`src/rtl/ball_render.sv`:
```
// rtl/ball_render.sv - square ball renderer: optional erase of the old ball, then draw of the new one
//
// Purpose: on an accepted start, scans a BALL_SIZE x BALL_SIZE square one pixel
// per cycle in raster order (dx inner, dy outer). Pixels that fall outside the
// visible area are skipped (no plot) but still take their cycle.
// Optional feature macro: BALL_ERASE_EN. When it is defined, the previous ball
// is first painted with BG_COLOUR. Without it, only the draw pass exists.
//
// Ports:
//   clk         in   single clock, rising edge
//   resetn      in   asynchronous active-low reset
//   start       in   render request, sampled only in IDLE
//   new_x/new_y in   top-left corner of the new ball position (10 bits each)
//   vga_x/vga_y out  pixel coordinate to the VGA adapter (10 bits each)
//   vga_colour  out  pixel colour (3 bits)
//   vga_plot    out  pixel write strobe
//   busy        out  high whenever the FSM is not in IDLE
//   done        out  one-cycle completion pulse
module ball_render #(
  parameter int         BALL_SIZE   = 4,
  parameter int         H_RES       = 640,
  parameter int         V_RES       = 480,
  parameter logic [2:0] BALL_COLOUR = 3'b111,
  parameter logic [2:0] BG_COLOUR   = 3'b000
) (
  input  logic       clk,
  input  logic       resetn,
  input  logic       start,
  input  logic [9:0] new_x,
  input  logic [9:0] new_y,
  output logic [9:0] vga_x,
  output logic [9:0] vga_y,
  output logic [2:0] vga_colour,
  output logic       vga_plot,
  output logic       busy,
  output logic       done
);

  typedef enum logic [1:0] {IDLE, ERASE, DRAW, DONE} state_t;

  localparam logic [3:0]  LP_LAST = 4'(BALL_SIZE - 1);
  localparam logic [10:0] LP_HRES = 11'(H_RES);
  localparam logic [10:0] LP_VRES = 11'(V_RES);

  state_t     r_state;
  state_t     w_next;
  logic [3:0] r_dx;
  logic [3:0] r_dy;
  logic [9:0] r_cur_x;
  logic [9:0] r_cur_y;
  logic [9:0] w_base_x;
  logic [9:0] w_base_y;
  logic [9:0] w_px;
  logic [9:0] w_py;
  logic       w_pass;
  logic       w_last;

`ifdef BALL_ERASE_EN
  logic [9:0] r_old_x;
  logic [9:0] r_old_y;
  logic       r_old_valid;
`endif

  assign w_pass = (r_state == ERASE) || (r_state == DRAW);
  assign w_last = (r_dx == LP_LAST) && (r_dy == LP_LAST);
  // Coordinates wrap at 10 bits; the range check below then clips them.
  assign w_px   = w_base_x + {6'd0, r_dx};
  assign w_py   = w_base_y + {6'd0, r_dy};

  always_ff @(posedge clk or negedge resetn) begin
    if (!resetn) r_state <= IDLE;
    else         r_state <= w_next;
  end

  always_comb begin
    w_next     = r_state;
    w_base_x   = r_cur_x;
    w_base_y   = r_cur_y;
    vga_colour = 3'd0;
    case (r_state)
      IDLE: begin
        if (start) begin
`ifdef BALL_ERASE_EN
          w_next = r_old_valid ? ERASE : DRAW;
`else
          w_next = DRAW;
`endif
        end
      end
`ifdef BALL_ERASE_EN
      ERASE: begin
        w_base_x   = r_old_x;
        w_base_y   = r_old_y;
        vga_colour = BG_COLOUR;
        if (w_last) w_next = DRAW;
      end
`endif
      DRAW: begin
        vga_colour = BALL_COLOUR;
        if (w_last) w_next = DONE;
      end
      DONE:    w_next = IDLE;
      default: w_next = IDLE;
    endcase
  end

  assign vga_x    = w_pass ? w_px : 10'd0;
  assign vga_y    = w_pass ? w_py : 10'd0;
  assign vga_plot = w_pass && ({1'b0, w_px} < LP_HRES) && ({1'b0, w_py} < LP_VRES);
  assign busy     = (r_state != IDLE);
  assign done     = (r_state == DONE);

  // Pixel counters return to zero after the last pixel so the next pass
  // (draw after erase) starts at the corner without an extra cycle.
  always_ff @(posedge clk or negedge resetn) begin
    if (!resetn) begin
      r_dx <= 4'd0;
      r_dy <= 4'd0;
    end else if (w_pass) begin
      if (r_dx == LP_LAST) begin
        r_dx <= 4'd0;
        r_dy <= w_last ? 4'd0 : r_dy + 4'd1;
      end else begin
        r_dx <= r_dx + 4'd1;
      end
    end
  end

  always_ff @(posedge clk or negedge resetn) begin
    if (!resetn) begin
      r_cur_x <= 10'd0;
      r_cur_y <= 10'd0;
    end else if ((r_state == IDLE) && start) begin
      r_cur_x <= new_x;
      r_cur_y <= new_y;
    end
  end

`ifdef BALL_ERASE_EN
  always_ff @(posedge clk or negedge resetn) begin
    if (!resetn) begin
      r_old_x     <= 10'd0;
      r_old_y     <= 10'd0;
      r_old_valid <= 1'b0;
    end else if (r_state == DONE) begin
      r_old_x     <= r_cur_x;
      r_old_y     <= r_cur_y;
      r_old_valid <= 1'b1;
    end
  end
`endif

endmodule
```
`config.mk`:
```
export PLATFORM = sky130hd
export DESIGN_NAME = ball_render
export DESIGN_NICKNAME = d
export VERILOG_FILES = /design/src/rtl/ball_render.sv
export SDC_FILE = /design/constraint.sdc
export NUM_CORES = 1
export LEC_CHECK = 0
export ABC_AREA = 1
export ABC_CLOCK_PERIOD_IN_PS = 2600
export CAP_MARGIN = 5
export CORE_MARGIN = 4
export CORE_UTILIZATION = 30
export CTS_CLUSTER_DIAMETER = 150
export DETAILED_ROUTE_END_ITERATION = 10
export SYNTH_ARGS = -nofsm -noshare
export SYNTH_HDL_FRONTEND = slang
export SYNTH_SLANG_ARGS = --single-unit
```
`constraint.sdc`:
```
create_clock -name clk -period 2.6 [get_ports clk]
set_clock_uncertainty 0.1 [all_clocks]
set_input_delay 0.39 -clock clk [delete_from_list [all_inputs] [get_ports clk]]
set_output_delay 0.39 -clock clk [all_outputs]
set_load 0.005 [all_outputs]
```
; ---- Yosys cells after proc, flatten, opt, wreduce, memory -nomap -nowiden
; Cells that the tools add are included.
[op_classes]
add_sub_neg = 4
order_cmp = 2
n_eq_ne = 7
mux = 8
n_reduce_logical = 9
[op_table]
columns = operator, n
row1 = $add A10 B4 Y10, 2
row2 = $mux W10, 2
row3 = $lt A10 B10 Y1 const B, 1
row4 = $lt A10 B9 Y1 const B, 1
row5 = $add A4 B1 Y4 const B, 2
row6 = $eq A4 B2 Y1 const B, 2
row7 = $mux W4, 2
row8 = $eq A2 B2 Y1 const B, 2
row9 = $logic_and A1 B1 Y1, 4
row10 = $mux W2, 2
row11 = $ne A2 B2 Y1 const B, 2
row12 = $pmux W2 S2, 1
row13 = $reduce_and A2 Y1, 2
row14 = $mux W3, 1
row15 = $eq A2 B1 Y1 const B, 1
row16 = $logic_not A2 Y1, 1
row17 = $reduce_bool A2 Y1, 1
row18 = $logic_or A1 B1 Y1, 1
[word_totals]
reg_bits = 30
in_bits = 23
elab_cells = 35

; ---- Logic depth before layout (Yosys ltp)
[depth]
ltp_word = 4
ltp_mapped = 13
depth_no_buf = 13

; ---- Worst setup path before layout
; No wires, ideal clock.
[synth_path]
path_kind = reg2out
startpoint = register r_dx[0]
endpoint = output port vga_plot
arrival_ns = 1.615
required_ns = 2.110
path_slack_ns = 0.495
path_stages_with_launch = 9
path_buffers = 0
path_cell_list = dfrtp_1 > ha_1 > fa_1 > nand3_1 > nand2_1 > nand2_1 > xor2_1 > a21oi_1 > nor2_2
[synth_via]
elab_chain_cells = 4
[synth_lines]
columns = element, line_no
row1 = start: declaration, 47  ; logic [3:0] r_dx;
row2 = start signal: assignment, 124  ; r_dx <= r_dx + 4'd1;
row3 = $add A10 B4 Y10, 67  ; assign w_px = w_base_x + {6'd0, r_dx};
row4 = $lt A10 B10 Y1, 109  ; assign vga_plot = w_pass && ({1'b0, w_px} < LP_HRES) && ({1'b0, w_py} < LP_VRES);
row5 = $logic_and A1 B1 Y1 (2 in series), 109
row6 = end: declaration, 34  ; output logic vga_plot,
; No other way between the ends.

; ---- Worst setup path in the final report
[layout_path]
startpoint = register r_dx[1]
endpoint = output port vga_x[1]
[layout_via]
elab_chain_cells = 2
[layout_lines]
columns = element, line_no
row1 = $add A10 B4 Y10, 67
row2 = $mux W10, 107  ; assign vga_x = w_pass ? w_px : 10'd0;
row3 = end: declaration, 31  ; output logic [9:0] vga_x,
; No other way between the ends.

==> results.yml <==
sta:
  report.final.slew_viol_count: 0
  max-slew-margin-rel_pct: 73.33
  finalSetupTns_ns: 0
  rsz0062_at_grt: "true"
  finalSetupViolCount: 0
  hold_viol_final: 0
  fmax_mhz: 397.7
  period_needed_ns: 2.514
  period_share_pct: 96.71
  setup_ws_ns: 0.08556
  worst_slew_pin_slew_ns: 0.4001
critical_path:
  critPathLaunchType: "flop"
  cp.required_ns: 2.11
  r2r_end: "r_dy[3]"
  end_kind: "output pin"
  startpoint: "r_dx[1]"
  r2r-start: "r_state[1]"
  path_class: "flop to output pin"
  path_max_fanout: 3
  r2r_cells: 6
  critical_path_arrival_ns: 2.02
  rrSetupSlack_ns: 0.88
cells_and_area:
  final_nets: 347
  n_antenna_cell: 0
  fillers: 659
  design_area_um2: 2834
  syn_to_final_growth_pct: 41.92
  layout_commonest_cell: "nand2_1"
  stdcell_count: 387
  layout_common_cells: "nand2_1 (55), clkdlybuf4s50_1 (33), dfrtp_1 (30), nor2_1 (26), inv_1 (23)"
  drive_above_1_share_pct: 22.58
power_and_ir_drop:
  p_comb_share_pct: 65.9
  ir_drop_mv: 0.4690
  leakage_nw: 1.396
  netSwitchingFraction_pct: 42.32
  p_per_area_nw_per_um2: 1424
  p_seq_share_pct: 23.1
  pwr-share-clk_pct: 11.1
  power_switching_w: 0.001707
  p_int_w: 0.002327
logic_synthesis:
  synth-compound-area-share_pct: 8.396
  yosys.area_share.xor_xnor_pct: 2.193
  synth_simple_gate_area_share_pct: 26.19
  ys_ff_latch: 30
  syn_area_um2: 1997
  netlist_instances: 248
  syn_area_per_cell_um2: 8.052
  synth_top_family_by_area: "simple AND/OR/NAND/NOR gates"
  ys_warn_count: 0
  syn-num-nets: 286
  synth_cell_types: 25
  synth_mux_area_share_pct: 8.459
  ys_seq_area_share_pct: 37.59
  yosys.area_share.adder_pct: 10.15
placement:
  place_inst: 377
  dpl_cell_area_um2: 2618
  pre_cts_ws_ns: -0.02856
  hpwlAfterDp_mm: 3.494
  port_buffers: 48
  place.gp.congestion: 0.8374
floorplan:
  die_area_um2: 8025
  fp-row-count: 29
  die-width_um: 89.59
  initial_core_util_pct: 31.09
  die_h_um: 89.59
  core_um2: 6422
  ios: 49
clocking:
  cts_root_buf: "clkbuf_8"
  numCtsBuffers: 5
  insertion_delay_ns: 0.28
  h-tree-depth: 2
  cts_tree: "yes"
  clk_pin_slew_worst_paths_ns: 0.06
  cts.sinks: 30
  hold_buffers: 0
  cts_buffer_depth: 2
global_route:
  grt_pass1_vias: 1724
  grtUsageTotal_pct: 12.56
  grt_pass1_wl_mm: 7.831
  antenna_found_initial: 0
  grt_overflow: 0
  grt_max_degree: 31
flow_run:
  max-cap-violations: 0
drt:
  num_vias: 1807
  drc: 0
  ant_nets: 0
  drt-vias-per-instance: 4.669
  dr.pass1.iters: 4
  routed_wl_mm: 4.737
  wl_per_cell_um: 12.24
  initialDrtViolationCount: 79
outcome:
  outcome: "finished, final reports clean"
hold_path:
  hold_class: "input port to asynchronous set/reset pin"
==> cell families (layout without fill, tap and decap cells) <==
| family | after synthesis | count (layout) |
|---|---|---|
| flops | 30 | 30 |
| xor+xnor | 5 | 5 |
| compound gates | 33 | 33 |
| simple gates | 116 | 116 |
| buf+inv | 34 | 96 |
| fa+ha+maj | 15 | 15 |
| mux | 15 | 15 |
==> final cells by class <==
cell class | instances | area, um^2 | share of cell area (%)
Inverter | 27 | 101.3 | 3.576
Sequential cell | 30 | 750.7 | 26.49
Clock buffer | 8 | 110.1 | 3.885
Tap cell | 77 | 96.34 | 3.400
Multi-Input combinational cell | 184 | 1212 | 42.78
Timing Repair Buffer | 61 | 563.0 | 19.87
==> power groups by stage <==
stage	clock [W]	sequential (W)	combinational [W]
floorplan	0	0.000877	0.00148
global placement	0	0.000903	0.00261
detailed placement	0	0.000912	0.00263
CTS	0.000469	0.000922	0.00265
global route	0.000492	0.000965	0.00301
finish	0.000446	0.000931	0.00266
==> timing repair <==
item / in CTS / in global routing
pin swaps: 2 / 6
gates resized for setup: 26 / 11
endpoints found under the setup margin: 16 / 5
buffers inserted: 1 / 1
==> synthesized netlist by cell type, drive strengths merged <==
cell	number	area, um^2
xnor2	4	35.03
a22oi	1	7.510
fa	2	40.04
nor3	2	26.28
clkbuf	3	11.26
a21oi	18	90.09
mux2	15	168.9
nand3	12	65.06
dfrtp	30	750.7
nor2	30	122.6
inv	27	101.4
nand2	63	249.0
xor2	1	8.760
ha	13	162.7
o21ai	14	70.07
and2	1	6.260
buf	4	27.52
nand4	5	31.28
nand3b	3	22.52
==> registers in the layout (all words and copies together) (netlist names) <==
signal   cells
r_cur_x     10
r_dx         4
r_dy         4
r_state      2
r_cur_y     10
==> metal layers <==
layer / up-vias / track usage (%) / share of wire [%]
met5: - / 0 / 0
met4: 0 / 4.060 / 0.76
met3: 4 / 3.558 / 6.6
met2: 49 / 20.55 / 47
met1: 825 / 15.98 / 45
li1: 929 / - / -
==> how the worst max path moves through the flow <==
stage | to | slack (ns) | depth (start not counted)
6_report | vga_x[1] | 0.09 | 5
5_1_grt | vga_plot | -0.06 | 12
4_1_cts | vga_plot | 0.0009 | 14
3_5_place_dp | vga_plot | -0.03 | 13
3_3_place_gp | vga_plot | -0.03 | 13
2_1_floorplan | vga_plot | 0.50 | 8
==> through the flow <==
stage	util (%)	total power (W)	hold WS [ns]
floorplan	-	0.002359	-0.005591
global placement	40.76	0.003517	0.3920
detailed placement	40.76	0.003543	0.4039
CTS	43.48	0.004037	0.4216
global route	44.13	0.004471	0.4340
finish	44.13	0.004035	0.4078
==> worst max-delay path, stage by stage (launching register included) <==
cell and delay (ns):
dfrtp_1 0.43, buf_4 0.16, fa_2 0.54, nand2_1 0.07, inv_1 0.05, clkdlybuf4s50_1 0.49
(Power assumes the default switching activity.)
